[src/rtl/idft_seq_pkg.sv]
// Shared types and default register map for the IDFT wishbone sequencer.
package idft_seq_pkg;

  typedef enum logic [2:0] {
    ST_IDLE,
    ST_LD_ACC,
    ST_LD_WR,
    ST_START,
    ST_POLL,
    ST_RD,
    ST_OUT,
    ST_ERR
  } state_e;

  localparam int          N_POINTS_DEF    = 64;
  localparam int          ACK_TIMEOUT_DEF = 255;
  localparam logic [31:0] IN_BASE_DEF     = 32'h0000_0000;
  localparam logic [31:0] OUT_BASE_DEF    = 32'h0000_0100;
  localparam logic [31:0] CTRL_ADDR_DEF   = 32'h0000_0200;
  localparam logic [31:0] STAT_ADDR_DEF   = 32'h0000_0204;
  localparam logic [31:0] CTRL_START      = 32'h0000_0001;

endpackage

[src/rtl/idft_wb_sequencer_if.sv]
// Wishbone-classic bus between the sequencer (master) and the IDFT core (slave).
interface idft_wb_sequencer_if #(
  parameter int ADDR_W = 32
);
  logic [ADDR_W-1:0] adr;
  logic [31:0]       dat_w;
  logic [31:0]       dat_r;
  logic [3:0]        sel;
  logic              we;
  logic              cyc;
  logic              stb;
  logic              ack;

  modport master (output adr, dat_w, sel, we, cyc, stb, input dat_r, ack);
  modport slave  (input adr, dat_w, sel, we, cyc, stb, output dat_r, ack);
endinterface

[src/rtl/idft_seq_wb_master.sv]
// Single-transfer wishbone engine: launches one registered cycle per request and
// reports completion (ack) or abort after ACK_TIMEOUT cycles without ack.
module idft_seq_wb_master #(
  parameter int ADDR_W      = 32,
  parameter int ACK_TIMEOUT = 255
) (
  input  logic              clk_i,
  input  logic              rst_ni,
  input  logic              req_i,
  input  logic              we_i,
  input  logic [ADDR_W-1:0] adr_i,
  input  logic [31:0]       wdat_i,
  output logic              done_o,
  output logic [31:0]       rdat_o,
  output logic              timeout_o,
  idft_wb_sequencer_if.master wb
);

  logic              cyc_q;
  logic              we_q;
  logic [ADDR_W-1:0] adr_q;
  logic [31:0]       dat_q;
  logic [15:0]       tmo_q;
  logic              tmo_hit;

  // An ack on the final allowed cycle still completes the transfer.
  assign tmo_hit = cyc_q & ~wb.ack & (tmo_q == 16'(ACK_TIMEOUT - 1));

  // NOTE: sequential state uses non-blocking assignments so every register
  // samples the pre-edge values, independent of statement order.
  always_ff @(posedge clk_i or negedge rst_ni) begin
    if (!rst_ni) begin
      cyc_q <= 1'b0;
      we_q  <= 1'b0;
      adr_q <= '0;
      dat_q <= '0;
      tmo_q <= '0;
    end else if (!cyc_q) begin
      if (req_i) begin
        cyc_q <= 1'b1;
        we_q  <= we_i;
        adr_q <= adr_i;
        dat_q <= wdat_i;
        tmo_q <= '0;
      end
    end else if (wb.ack || tmo_hit) begin
      cyc_q <= 1'b0;
      we_q  <= 1'b0;
      adr_q <= '0;
      dat_q <= '0;
    end else begin
      tmo_q <= tmo_q + 16'd1;
    end
  end

  assign wb.cyc    = cyc_q;
  assign wb.stb    = cyc_q;
  assign wb.sel    = {4{cyc_q}};
  assign wb.we     = we_q;
  assign wb.adr    = adr_q;
  assign wb.dat_w  = dat_q;
  assign done_o    = cyc_q & wb.ack;
  assign rdat_o    = wb.dat_r;
  assign timeout_o = tmo_hit;

endmodule

[src/rtl/idft_wb_sequencer.sv]
// Frame sequencer for one IDFT core: load N_POINTS samples, start, poll done,
// then stream N_POINTS results out, all over a single wishbone master port.
module idft_wb_sequencer
  import idft_seq_pkg::*;
#(
  parameter int          ADDR_W      = 32,
  parameter int          N_POINTS    = N_POINTS_DEF,
  parameter logic [31:0] IN_BASE     = IN_BASE_DEF,
  parameter logic [31:0] OUT_BASE    = OUT_BASE_DEF,
  parameter logic [31:0] CTRL_ADDR   = CTRL_ADDR_DEF,
  parameter logic [31:0] STAT_ADDR   = STAT_ADDR_DEF,
  parameter int          ACK_TIMEOUT = ACK_TIMEOUT_DEF
) (
  input  logic        clk_i,
  input  logic        rst_ni,
  input  logic        enable_i,
  input  logic        clear_err_i,
  input  logic        s_valid_i,
  output logic        s_ready_o,
  input  logic [31:0] s_data_i,
  output logic        m_valid_o,
  input  logic        m_ready_i,
  output logic [31:0] m_data_o,
  output logic        m_last_o,
  output logic        busy_o,
  output logic        err_o,
  output logic [15:0] frame_cnt_o,
  idft_wb_sequencer_if.master wbm
);

  localparam int               IDX_W    = (N_POINTS > 1) ? $clog2(N_POINTS) : 1;
  localparam logic [IDX_W-1:0] IDX_LAST = IDX_W'(N_POINTS - 1);

  state_e            state_q, state_d;
  logic [IDX_W-1:0]  idx_q, idx_d;
  logic [31:0]       data_q, data_d;
  logic [15:0]       frame_q, frame_d;
  logic              err_q, err_d;

  logic              req, we, done, timeout;
  logic [ADDR_W-1:0] adr, idx_off;
  logic [31:0]       wdat, rdat;
  logic              idx_is_last;

  assign idx_off     = ADDR_W'({idx_q, 2'b00});
  assign idx_is_last = (idx_q == IDX_LAST);

  idft_seq_wb_master #(
    .ADDR_W      (ADDR_W),
    .ACK_TIMEOUT (ACK_TIMEOUT)
  ) u_wb_master (
    .clk_i     (clk_i),
    .rst_ni    (rst_ni),
    .req_i     (req),
    .we_i      (we),
    .adr_i     (adr),
    .wdat_i    (wdat),
    .done_o    (done),
    .rdat_o    (rdat),
    .timeout_o (timeout),
    .wb        (wbm)
  );

  always_ff @(posedge clk_i or negedge rst_ni) begin
    if (!rst_ni) begin
      state_q <= ST_IDLE;
      idx_q   <= '0;
      data_q  <= '0;
      frame_q <= '0;
      err_q   <= 1'b0;
    end else begin
      state_q <= state_d;
      idx_q   <= idx_d;
      data_q  <= data_d;
      frame_q <= frame_d;
      err_q   <= err_d;
    end
  end

  // NOTE: every signal driven here gets a default first, so no path through
  // the case statement can leave one unassigned and infer a latch.
  always_comb begin
    state_d = state_q;
    idx_d   = idx_q;
    data_d  = data_q;
    frame_d = frame_q;
    err_d   = err_q;
    req     = 1'b0;
    we      = 1'b0;
    adr     = '0;
    wdat    = '0;

    unique case (state_q)
      ST_IDLE: if (enable_i) state_d = ST_LD_ACC;
      ST_LD_ACC: begin
        if (s_valid_i) begin
          data_d  = s_data_i;
          state_d = ST_LD_WR;
        end
      end
      ST_LD_WR: begin
        req  = 1'b1;
        we   = 1'b1;
        adr  = ADDR_W'(IN_BASE) + idx_off;
        wdat = data_q;
        if (done) begin
          idx_d   = idx_is_last ? '0 : idx_q + 1'b1;
          state_d = idx_is_last ? ST_START : ST_LD_ACC;
        end
      end
      ST_START: begin
        req  = 1'b1;
        we   = 1'b1;
        adr  = ADDR_W'(CTRL_ADDR);
        wdat = CTRL_START;
        if (done) state_d = ST_POLL;
      end
      ST_POLL: begin
        // Not-done reads fall back to an idle bus for a cycle before reissuing.
        req = 1'b1;
        adr = ADDR_W'(STAT_ADDR);
        if (done && rdat[0]) state_d = ST_RD;
      end
      ST_RD: begin
        req = 1'b1;
        adr = ADDR_W'(OUT_BASE) + idx_off;
        if (done) begin
          data_d  = rdat;
          state_d = ST_OUT;
        end
      end
      ST_OUT: begin
        if (m_ready_i) begin
          if (idx_is_last) begin
            idx_d   = '0;
            frame_d = frame_q + 16'd1;
            state_d = ST_IDLE;
          end else begin
            idx_d   = idx_q + 1'b1;
            state_d = ST_RD;
          end
        end
      end
      ST_ERR: begin
        if (clear_err_i) begin
          idx_d   = '0;
          err_d   = 1'b0;
          state_d = ST_IDLE;
        end
      end
      default: state_d = ST_IDLE;
    endcase

    if (timeout) begin
      err_d   = 1'b1;
      state_d = ST_ERR;
    end
  end

  assign s_ready_o   = (state_q == ST_LD_ACC);
  assign m_valid_o   = (state_q == ST_OUT);
  assign m_data_o    = data_q;
  assign m_last_o    = (state_q == ST_OUT) && idx_is_last;
  assign busy_o      = (state_q != ST_IDLE) && (state_q != ST_ERR);
  assign err_o       = err_q;
  assign frame_cnt_o = frame_q;

endmodule

[src/flat_wrapper.sv]
// flat-port wrapper written by rule: the top's interface ports become plain ports
module idft_wb_sequencer_flat import idft_seq_pkg::*;
#(
  parameter int          ADDR_W      = 32,
  parameter int          N_POINTS    = N_POINTS_DEF,
  parameter logic [31:0] IN_BASE     = IN_BASE_DEF,
  parameter logic [31:0] OUT_BASE    = OUT_BASE_DEF,
  parameter logic [31:0] CTRL_ADDR   = CTRL_ADDR_DEF,
  parameter logic [31:0] STAT_ADDR   = STAT_ADDR_DEF,
  parameter int          ACK_TIMEOUT = ACK_TIMEOUT_DEF
)
  (clk_i, rst_ni, enable_i, clear_err_i, s_valid_i, s_ready_o, s_data_i, m_valid_o, m_ready_i, m_data_o, m_last_o, busy_o, err_o, frame_cnt_o, wbm_adr, wbm_dat_w, wbm_sel, wbm_we, wbm_cyc, wbm_stb, wbm_dat_r, wbm_ack);
  idft_wb_sequencer_if #(.ADDR_W(ADDR_W)) wbm_i ();
  input  logic clk_i;
  input  logic rst_ni;
  input  logic enable_i;
  input  logic clear_err_i;
  input  logic s_valid_i;
  output logic s_ready_o;
  input  logic [31:0] s_data_i;
  output logic m_valid_o;
  input  logic m_ready_i;
  output logic [31:0] m_data_o;
  output logic m_last_o;
  output logic busy_o;
  output logic err_o;
  output logic [15:0] frame_cnt_o;
  output wire logic [$bits(wbm_i.adr)-1:0] wbm_adr;
  output wire logic [$bits(wbm_i.dat_w)-1:0] wbm_dat_w;
  output wire logic [$bits(wbm_i.sel)-1:0] wbm_sel;
  output wire logic [$bits(wbm_i.we)-1:0] wbm_we;
  output wire logic [$bits(wbm_i.cyc)-1:0] wbm_cyc;
  output wire logic [$bits(wbm_i.stb)-1:0] wbm_stb;
  input wire logic [$bits(wbm_i.dat_r)-1:0] wbm_dat_r;
  input wire logic [$bits(wbm_i.ack)-1:0] wbm_ack;
  assign wbm_adr = wbm_i.adr;
  assign wbm_dat_w = wbm_i.dat_w;
  assign wbm_sel = wbm_i.sel;
  assign wbm_we = wbm_i.we;
  assign wbm_cyc = wbm_i.cyc;
  assign wbm_stb = wbm_i.stb;
  assign wbm_i.dat_r = wbm_dat_r;
  assign wbm_i.ack = wbm_ack;
  idft_wb_sequencer #(.ADDR_W(ADDR_W), .N_POINTS(N_POINTS), .IN_BASE(IN_BASE), .OUT_BASE(OUT_BASE), .CTRL_ADDR(CTRL_ADDR), .STAT_ADDR(STAT_ADDR), .ACK_TIMEOUT(ACK_TIMEOUT)) u_core (.clk_i(clk_i), .rst_ni(rst_ni), .enable_i(enable_i), .clear_err_i(clear_err_i), .s_valid_i(s_valid_i), .s_ready_o(s_ready_o), .s_data_i(s_data_i), .m_valid_o(m_valid_o), .m_ready_i(m_ready_i), .m_data_o(m_data_o), .m_last_o(m_last_o), .busy_o(busy_o), .err_o(err_o), .frame_cnt_o(frame_cnt_o), .wbm(wbm_i));
endmodule
[config.mk]
export PLATFORM = sky130hd
export DESIGN_NAME = idft_wb_sequencer_flat
export DESIGN_NICKNAME = d
export VERILOG_FILES = /design/src/rtl/idft_seq_pkg.sv /design/src/rtl/idft_wb_sequencer_if.sv /design/src/rtl/idft_seq_wb_master.sv /design/src/rtl/idft_wb_sequencer.sv /design/src/flat_wrapper.sv
export SDC_FILE = /design/constraint.sdc
export NUM_CORES = 1
export LEC_CHECK = 0
export ABC_AREA = 0
export CAP_MARGIN = 20
export CORE_UTILIZATION = 45
export CTS_CLUSTER_SIZE = 40
export DETAILED_ROUTE_END_ITERATION = 16
export DONT_BUFFER_PORTS = 1
export GPL_TIMING_DRIVEN = 1
export PLACE_DENSITY_LB_ADDON = 0.2
export SLEW_MARGIN = 20
export SYNTH_ARGS = -nofsm -noshare
export SYNTH_HDL_FRONTEND = slang
export SYNTH_SLANG_ARGS = --single-unit
[constraint.sdc]
create_clock -name clk_i -period 3.4 [get_ports clk_i]
set_clock_uncertainty 0.05 [all_clocks]
set_input_delay 0.17 -clock clk_i [delete_from_list [all_inputs] [get_ports clk_i]]
set_output_delay 0.17 -clock clk_i [all_outputs]
set_load 0.03 [all_outputs]
==> flow_summary.json <==
{
  "synth_area_um2": 5580,
  "cp_max_fo": 34,
  "yosysSeqAreaShare": 0.521,
  "syn_inst": 523,
  "grt_pass1_wl_um": 21600,
  "clock-sinks": 116,
  "synth_area_leader_cell": "dfrtp_1",
  "finalHoldViolCount": 1,
  "endpoint_kind": "register",
  "ant_nets": 0,
  "fillers": 985,
  "synth_common_cells": "116 x dfrtp_1, 57 x nand2_1, 45 x o21ai_0, 38 x a22o_1, 38 x mux2i_1",
  "ir_drop_mv": 0.323,
  "critical_path.cell_chain": "nand3b_1 > buf_4 > mux2i_1 > dlygate4sd3_1 > o21ai_0",
  "drc": 0,
  "placed_cells": 661,
  "h-tree-depth": 4,
  "worst_pin_slew_ns": 1.02,
  "worst_setup_path_start_kind": "register",
  "synthTopCellsByArea": "dfrtp_1 52%, mux2i_1 6.8%, a22o_1 6.0%",
  "drt_iter0_drc": 320,
  "cts_tree": "built",
  "setup_violations": 0,
  "wl_per_cell_um": 17.7,
  "grt_pass1_vias": 4164,
  "power.density_nw_per_um2": 901,
  "rsz0062_at_grt": "false",
  "io_pins": 195,
  "layout.cells.non_filler": 760,
  "synth_top_area_frac": 0.521,
  "numCtsBuffers": 17,
  "antenna_found_initial": 0,
  "via_per_inst": 5.56,
  "max_cap_violations": 0,
  "fin_nets": 654,
  "min_period_ns": 2.63,
  "die_y_um": 113,
  "gp_congestion": 0.789,
  "cp.arrival_ns": 2.83,
  "synth_flop_cell": "dfrtp_1",
  "syn_avg_cell_area_um2": 10.7,
  "cp.required_ns": 3.61,
  "path_clk_slew_ns": 0.05,
  "core_region_area_um2": 12100,
  "vias": 4224,
  "hp-class": "in -> reg",
  "maxSlewHeadroom": 0.314,
  "clock_latency_ns": 0.40,
  "clk_path_buf_depth": 2,
  "die_width_um": 113,
  "initial_core_util": 0.462,
  "grtUsageTotal": 0.217,
  "holdWs_ns": -0.00371,
  "synth_cell_types": 50,
  "synthArstFlopShare": 1.00,
  "gr-total-overflow": 0,
  "synth_most_common_cell": "dfrtp_1",
  "cpPeakStageDelay_ns": 0.65,
  "fin_crit_sh": 0.772,
  "synth-seq-cells": 116,
  "drive_above_1_share": 0.0845,
  "max_freq_mhz": 381,
  "antennaDiodeCount": 0,
  "port_buffers": 0,
  "synth_enable_flop_cells": 0,
  "violations": "negative hold slack",
  "slowest_stage": "dfrtp_1",
  "worstSetupPathType": "reg -> reg",
  "maxSlewViolCount": 0,
  "dp_hpwl_um": 8250,
  "status": "finished, violations left",
  "syn2layout_area_growth_pct": 23.3,
  "num_rows": 40,
  "dr.pass1.iters": 4,
  "crit_family": "buffers and inverters",
  "synth_warnings": 0,
  "cts_root_buffer": "clkbuf_16",
  "drt-total-wl_um": 13400,
  "grt_start_max_net_pins": 117,
  "setup_tns_ns": 0,
  "p_leak_nw": 3.21,
  "die_area_um2": 12800,
  "path_buf_inv": 2
}
## registers in the layout, indices dropped and copies added (netlist names)
name,count
u_core.u_wb_master.wb.dat_w,32
u_core.u_wb_master.wb.we,1
u_core.u_wb_master.tmo_q,16
u_core.frame_cnt_o,16
u_core.idx_q,6
u_core.u_wb_master.wb.cyc,1
u_core.err_o,1
u_core.state_q,3
u_core.m_data_o,32
u_core.u_wb_master.wb.adr,8
## where the power goes
part	total, W	switching [W]	internal (W)
clock network	0.00183	0.000640	0.00119
registers	0.00285	0.00110	0.00175
logic	0.00152	0.000909	0.000610
total	0.00620	0.00265	0.00355
## cell usage in the layout (no fill, tap or decap), drive strengths merged, types with 9 or more instances in the layout
master,instances
clkbuf,20
o21ai,46
dlygate4sd3,66
a22o,38
inv,10
nand2,57
buf,9
nor2,10
mux2i,38
dfrtp,116
xnor2,17
nand4,12
conb,24
nor3,10
nand3,19
## stage by stage
stage	area, um^2	total power, W	setup WS (ns)	utilization
finish	6880	0.00620	0.774	0.570
global route	6880	0.00654	0.620	0.570
floorplan	5660	0.00395	1.14	-
global placement	5580	0.00416	1.04	0.462
CTS	6880	0.00624	0.807	0.570
detailed placement	5580	0.00421	0.956	0.462
## worst paths after layout
kind / from / to / slack (ns) / cells after the start
worst max-delay path: u_core.state_q[2] / u_core.m_data_o[24] / 0.77 / 5
worst min-delay path: s_data_i[23] / u_core.m_data_o[23] / -0.004 / 2
worst max register to register: u_core.state_q[2] / u_core.m_data_o[24] / 0.77 / 5
worst min register to register: u_core.u_wb_master.tmo_q[7] / u_core.u_wb_master.tmo_q[7] / 0.47 / 1
max in group asynchronous: rst_ni / u_core.u_wb_master.wb.cyc / 2.49 / 2
min in group asynchronous: rst_ni / u_core.m_data_o[10] / 0.33 / 2
## cells by family after synthesis
family / after synthesis / share of synthesized area
mux: 40 / 0.0723
buf+inv: 71 / 0.0723
simple gates: 151 / 0.142
compound gates: 122 / 0.154
flops: 116 / 0.521
other cells: 1 / 0.000673
fa+ha+maj: 5 / 0.0108
xor+xnor: 17 / 0.0267
## per-layer routing
metal  global-route usage  part of all wire  up-vias
met5                    0                 0        -
met1                0.272              0.44     2069
met3               0.0664             0.058       22
met4                0.103             0.022        0
met2                0.344              0.48      168
li1                     -                 -     1965
## final cells by class
class / instances / area, um^2 / area share
multi-input cells: 359 / 2360 / 0.344
clock inverters: 12 / 155 / 0.0226
repair buffers: 75 / 748 / 0.109
flip-flops and latches: 116 / 2900 / 0.422
inverters: 10 / 37.5 / 0.00546
clock buffers: 20 / 457 / 0.0664
well taps: 168 / 210 / 0.0306
## what timing repair did
item / in CTS / in global routing
hold endpoints to repair: 155 / 0
hold buffers: 67 / 0
buffers inserted: 0 / 0
resized for setup: 0 / 0
No activity file was read; power rests on OpenSTA's default activity.
